<file path="src/rtl/tx_arb_mux.sv">
// tx_arb_mux: arbitrates CH packet channels onto one PHY-facing beat stream.
// A sop beat wins the arbiter in IDLE, and its channel then owns the output
// until its eop beat is accepted. Beats pass through a 2-entry FIFO, so the
// latency is one cycle and a full bandwidth of 1 beat/cycle is possible.
// Optional feature: define TX_ARB_RR_EN for round-robin arbitration. The
// default build uses fixed priority, where the lowest channel index wins.
module tx_arb_mux #(
  parameter int CH  = 2,
  parameter int DW  = 8,
  parameter int CIW = 1
) (
  input  logic              clk,
  input  logic              rst_n,
  input  logic [CH-1:0]     tx_in_sop,
  input  logic [CH-1:0]     tx_in_eop,
  input  logic [CH-1:0]     tx_in_valid,
  output logic [CH-1:0]     tx_in_ready,
  input  logic [CH*DW-1:0]  tx_in_data,
  output logic              tx_out_sop,
  output logic              tx_out_eop,
  output logic              tx_out_valid,
  input  logic              tx_out_ready,
  output logic [DW-1:0]     tx_out_data,
  output logic [CIW-1:0]    tx_out_ch,
  output logic              tx_eop_en,
  output logic              tx_drop,
  output logic              busy
);

  localparam int EW = 2 + DW + CIW;

  typedef enum logic {S_IDLE = 1'b0, S_LOCK = 1'b1} state_t;

  state_t          state, state_nxt;
  logic [CIW-1:0]  grant, grant_nxt;
  logic [CH-1:0]   sop_req;
  logic            win_found, drop_found;
  logic [CIW-1:0]  win_idx, drop_idx, sel;
  logic            push, pop, drop, full;
  logic [1:0]      count;
  logic            wr_ptr, rd_ptr;
  logic [EW-1:0]   fifo_mem [2];
  logic [EW-1:0]   push_entry, head;
  logic [DW-1:0]   ch_data [CH];
  int              start;

  for (genvar g = 0; g < CH; g++) begin : g_ch
    assign ch_data[g] = tx_in_data[g*DW +: DW];
  end

`ifdef TX_ARB_RR_EN
  logic [CIW-1:0] rr_ptr;
  assign start = int'(rr_ptr);
`else
  assign start = 0;
`endif

  // Arbiter: pick the sop requester closest to 'start' going upward with
  // wrap-around. Separately, pick the lowest-index valid channel; it is used
  // when there is no sop request at all.
  always_comb begin
    sop_req    = tx_in_valid & tx_in_sop;
    win_found  = 1'b0;
    win_idx    = '0;
    drop_found = 1'b0;
    drop_idx   = '0;
    // Wrapped-around candidates have lower priority and are written first.
    for (int j = CH - 1; j >= 0; j--) begin
      if (sop_req[j] && (j < start)) begin
        win_found = 1'b1;
        win_idx   = CIW'(j);
      end
    end
    // A candidate at or above 'start' overrides them. The lowest such index wins.
    for (int j = CH - 1; j >= 0; j--) begin
      if (sop_req[j] && (j >= start)) begin
        win_found = 1'b1;
        win_idx   = CIW'(j);
      end
    end
    for (int j = CH - 1; j >= 0; j--) begin
      if (tx_in_valid[j]) begin
        drop_found = 1'b1;
        drop_idx   = CIW'(j);
      end
    end
  end

  // FSM next state, per-channel ready, and FIFO push / orphan drop decisions.
  always_comb begin
    state_nxt   = state;
    grant_nxt   = grant;
    tx_in_ready = '0;
    push        = 1'b0;
    drop        = 1'b0;
    sel         = grant;
    full        = (count == 2'd2);
    case (state)
      S_IDLE: begin
        if (win_found) begin
          sel                  = win_idx;
          tx_in_ready[win_idx] = !full;
          push                 = !full;
          if (!full) begin
            grant_nxt = win_idx;
            if (!tx_in_eop[win_idx]) state_nxt = S_LOCK;
          end
        end else if (drop_found) begin
          // A beat without sop arriving outside a packet is swallowed. It
          // needs no FIFO space, so it is accepted unconditionally.
          tx_in_ready[drop_idx] = 1'b1;
          drop                  = 1'b1;
        end
      end
      S_LOCK: begin
        tx_in_ready[grant] = !full;
        push               = tx_in_valid[grant] && !full;
        if (push && tx_in_eop[grant]) state_nxt = S_IDLE;
      end
      default: state_nxt = S_IDLE;
    endcase
    // Keep every handshake quiet while reset is held.
    if (!rst_n) begin
      tx_in_ready = '0;
      push        = 1'b0;
      drop        = 1'b0;
    end
  end

  assign push_entry   = {tx_in_sop[sel], tx_in_eop[sel], ch_data[sel], sel};
  assign head         = fifo_mem[rd_ptr];
  assign tx_out_valid = (count != 2'd0);
  assign pop          = tx_out_valid & tx_out_ready;
  // The FIFO storage is not reset. Masking the head with valid forces the
  // output fields to zero whenever the FIFO is empty, including during reset.
  assign {tx_out_sop, tx_out_eop, tx_out_data, tx_out_ch} = tx_out_valid ? head : '0;
  assign tx_eop_en    = pop & tx_out_eop;
  assign tx_drop      = drop;
  assign busy         = (state == S_LOCK) | tx_out_valid;

  // Control registers: FSM state, granted channel, FIFO pointers and occupancy.
  always_ff @(posedge clk or negedge rst_n) begin
    if (!rst_n) begin
      state  <= S_IDLE;
      grant  <= '0;
      count  <= 2'd0;
      wr_ptr <= 1'b0;
      rd_ptr <= 1'b0;
    end else begin
      state <= state_nxt;
      grant <= grant_nxt;
      if (push) wr_ptr <= ~wr_ptr;
      if (pop)  rd_ptr <= ~rd_ptr;
      case ({push, pop})
        2'b10:   count <= count + 2'd1;
        2'b01:   count <= count - 2'd1;
        default: count <= count;
      endcase
    end
  end

  // FIFO storage: holds beat payload only, so it is written without a reset.
  always_ff @(posedge clk) begin
    if (push) fifo_mem[wr_ptr] <= push_entry;
  end

`ifdef TX_ARB_RR_EN
  // Round-robin pointer: the next search starts just past the last sop winner.
  always_ff @(posedge clk or negedge rst_n) begin
    if (!rst_n) begin
      rr_ptr <= '0;
    end else if (push && (state == S_IDLE)) begin
      rr_ptr <= (int'(win_idx) == CH - 1) ? '0 : win_idx + CIW'(1);
    end
  end
`endif

endmodule
</file>
<file path="config.mk">
export PLATFORM = sky130hd
export DESIGN_NAME = tx_arb_mux
export DESIGN_NICKNAME = d
export VERILOG_FILES = /design/src/rtl/tx_arb_mux.sv
export SDC_FILE = /design/constraint.sdc
export NUM_CORES = 1
export LEC_CHECK = 0
export ABC_AREA = 1
export BUFFER_PORTS_ARGS = -buffer_cell sky130_fd_sc_hd__buf_2
export CAP_MARGIN = 0
export CORE_MARGIN = 5
export CORE_UTILIZATION = 53
export CTS_BUF_LIST = sky130_fd_sc_hd__clkbuf_4 sky130_fd_sc_hd__clkbuf_8
export DETAILED_ROUTE_END_ITERATION = 16
export PLACE_DENSITY = 0.89
export SKIP_LAST_GASP = 1
export SLEW_MARGIN = 40
export SYNTH_ARGS = -nofsm -noshare
export SYNTH_HDL_FRONTEND = slang
export SYNTH_SLANG_ARGS = --single-unit
</file>
<file path="constraint.sdc">
create_clock -name clk -period 2.06 [get_ports clk]
set_input_delay 0.206 -clock clk [delete_from_list [all_inputs] [get_ports clk]]
set_output_delay 0.206 -clock clk [all_outputs]
set_load 0.01 [all_outputs]
</file>
==> results.json <==
{
  "outcome": "finished, final reports clean",
  "start_util_pct": 54.1,
  "place_hpwl_um": 2230,
  "boundaryPins": 42,
  "ys_async_sr_fraction_pct": 21.4,
  "critPathRequiredTime_ns": 1.85,
  "grt_max_degree": 21,
  "die_x_um": 62.6,
  "post-route-util_pct": 65.5,
  "dp_slack_ns": 0.326,
  "max_cap_violations": 0,
  "stdcell_area_um2": 1780,
  "p_int_w": 0.00145,
  "grt_use_total_pct": 15.3,
  "period_share_pct": 85.0,
  "post-cts-setup-buffers": 0,
  "crit_fanout": 11,
  "layout_setup_ws_ns": 0.310,
  "layout_commonest_cell": "nand2_1",
  "grt_pass1_vias": 1117,
  "num-fill-cells": 238,
  "place_congestion": 0.962,
  "clkLatencyLatePin_ns": 0.32,
  "die-area_um2": 3920,
  "tightestPinTransition_ns": 0.431,
  "cts_tree": "built",
  "min_period_ns": 1.75,
  "port_buffers": 41,
  "avgRoutedWirePerCell_um": 12.1,
  "dp_cells": 231,
  "syn-num-nets": 185,
  "cp-end-kind": "primary output",
  "avgSynthCellArea_um2": 9.22,
  "post-route-drc-count": 0,
  "reg2reg_depth": 9,
  "setup_violations": 0,
  "p_sw_share_pct": 39.5,
  "drive_gt1_share_pct": 32.2,
  "synth_cell_type_count": 26,
  "final_cells": 236,
  "path_clk_slew_ns": 0.14,
  "p_leak_nw": 0.839,
  "antenna_found_initial": 0,
  "cts_sinks": 28,
  "seq_area_frac_synth_pct": 55.3,
  "cts_buffers": 3,
  "hold_viol_final": 0,
  "vias": 1180,
  "critPathKind": "input pin to primary output",
  "critPathSlowestCell": "dlygate4sd3_1",
  "ant_nets": 0,
  "fmax_mhz": 571,
  "synth_edf_count": 22,
  "holdCritPathClass": "input pin to flip-flop",
  "switching_power_w": 0.000949,
  "clockPowerShare_pct": 14.5,
  "yosys_warnings": 0,
  "clock-root-buffer": "clkbuf_4",
  "htreeDepth": 1,
  "p_seq_share_pct": 37.7,
  "syn-cell-area_um2": 1470,
  "fin_tns_setup_ns": 0,
  "placed_area_um2": 1710,
  "routed_via_density": 5.00,
  "die_height_um": 62.6,
  "core_area_um2": 2710,
  "overflow": 0,
  "synth_cells": 159,
  "drt_iter0_drc": 26,
  "ys_ff_latch": 28,
  "diodes": 0,
  "holdPathStages": 3,
  "slew_violations": 0,
  "cts_buffer_depth": 2,
  "slew_headroom_pct": 71.2,
  "critPathLaunchType": "input pin",
  "nNetsFinal": 232,
  "dr.pass1.iters": 4,
  "rows": 19,
  "fin_skew_ns": 0.00636,
  "worstPathArrival_ns": 1.54,
  "grt_pass1_wl_um": 4860,
  "ys.flop_type": "edfxtp_1",
  "rsz0062_at_grt": "no",
  "area_growth_pct": 21.1,
  "slowest_delay_ns": 0.51,
  "crit_chain": "dlygate4sd3_1 > buf_2 > inv_1 > nor2_1 > o21ai_0 > nor2_1 > buf_2",
  "final_cell_mix": "nand2_1 (45), buf_2 (41), edfxtp_1 (22), inv_1 (21), a21oi_1 (14)",
  "ir_drop_uv": 767,
  "comb_power_share_pct": 47.8,
  "powerDensity_nw_per_um2": 1350,
  "routed_wirelength_um": 2870
}
[worst paths after layout]
path	to	slack [ns]	from
min	fifo_mem[1][2]$_DFFE_PP_	0.16	tx_in_data[9]
max	tx_drop	0.31	rst_n
max reg2reg	count[1]$_DFFE_PN0P_	0.32	state$_DFF_PN0_
min in group asynchronous	count[1]$_DFFE_PN0P_	0.24	rst_n
max in group asynchronous	grant$_DFFE_PN0P_	1.63	rst_n
min reg2reg	wr_ptr$_DFFE_PN0P_	0.50	wr_ptr$_DFFE_PN0P_
[critical path, delay by kind of cell]
family / cells / cell delay (ns)
buffers and inverters: 4 / 0.95
AOI/OAI and AO/OA: 1 / 0.12
and+or+nand+nor: 2 / 0.27
[Yosys cell counts, types with 2 or more instances]
| cell | n | area [um2] |
|---|---|---|
| nand2_1 | 45 | 169 |
| edfxtp_1 | 22 | 661 |
| inv_1 | 21 | 78.8 |
| a21oi_1 | 14 | 70.1 |
| nor2_1 | 13 | 48.8 |
| o21ai_2 | 12 | 105 |
| dfrtp_1 | 6 | 150 |
| nand3_1 | 3 | 15.0 |
| o21ai_0 | 3 | 15.0 |
| buf_6 | 2 | 22.5 |
| nor3_1 | 2 | 10.0 |
| xnor2_1 | 2 | 17.5 |
[power groups by stage]
stage / sequential (W) / combinational, W / clock (W)
finish: 0.000904 / 0.00115 / 0.000349
global route: 0.000917 / 0.00130 / 0.000379
detailed placement: 0.000916 / 0.00115 / 0
global placement: 0.000911 / 0.00112 / 0
CTS: 0.000904 / 0.00116 / 0.000356
floorplan: 0.000904 / 0.000810 / 0
[timing repair]
| action | CTS | global route |
|---|---|---|
| resized for setup | 0 | 0 |
| hold buffers | 1 | 0 |
| setup endpoints to repair | 0 | 0 |
| endpoints found under the hold margin | 6 | 0 |
[per-stage QoR]
| stage | hold slack, ns | power, W |
|---|---|---|
| finish | 0.160 | 0.00240 |
| detailed placement | 0.0766 | 0.00207 |
| global route | 0.153 | 0.00260 |
| global placement | 0.0753 | 0.00203 |
| floorplan | -0.0896 | 0.00171 |
| CTS | 0.155 | 0.00242 |
[cell families after synthesis]
| logic type | synth area share, % |
|---|---|
| compound gates | 14.5 |
| xor+xnor | 1.79 |
| fa+ha+maj | 0.853 |
| buf+inv | 7.76 |
| flops | 55.3 |
| simple gates | 19.8 |
[registers in the layout, summed over array words and instances, names as in the netlist]
signal	flops
count	2
fifo_mem	22
grant	1
rd_ptr	1
state	1
wr_ptr	1
[final cells by class]
type                       count  area, um2  share of cell area (%)
sequential                    28        811                    45.7
tap                           31       38.8                    2.18
timing repair buffer          47        253                    14.2
clock inverter                 1       30.0                    1.69
multi-input combinational    105        542                    30.5
clock buffer                   3       22.5                    1.27
inverter                      21       78.8                    4.44
[routing by layer]
metal	wire length [um]	share of wire [%]	GRT usage (%)	vias up
met5	0	0	0	-
met4	55	1.9	7.43	0
met3	125	4.4	2.34	6
met2	1550	54	28.2	31
met1	1130	40	16.8	529
li1	-	-	-	614
Note: power is estimated with default switching activity, not from simulation.
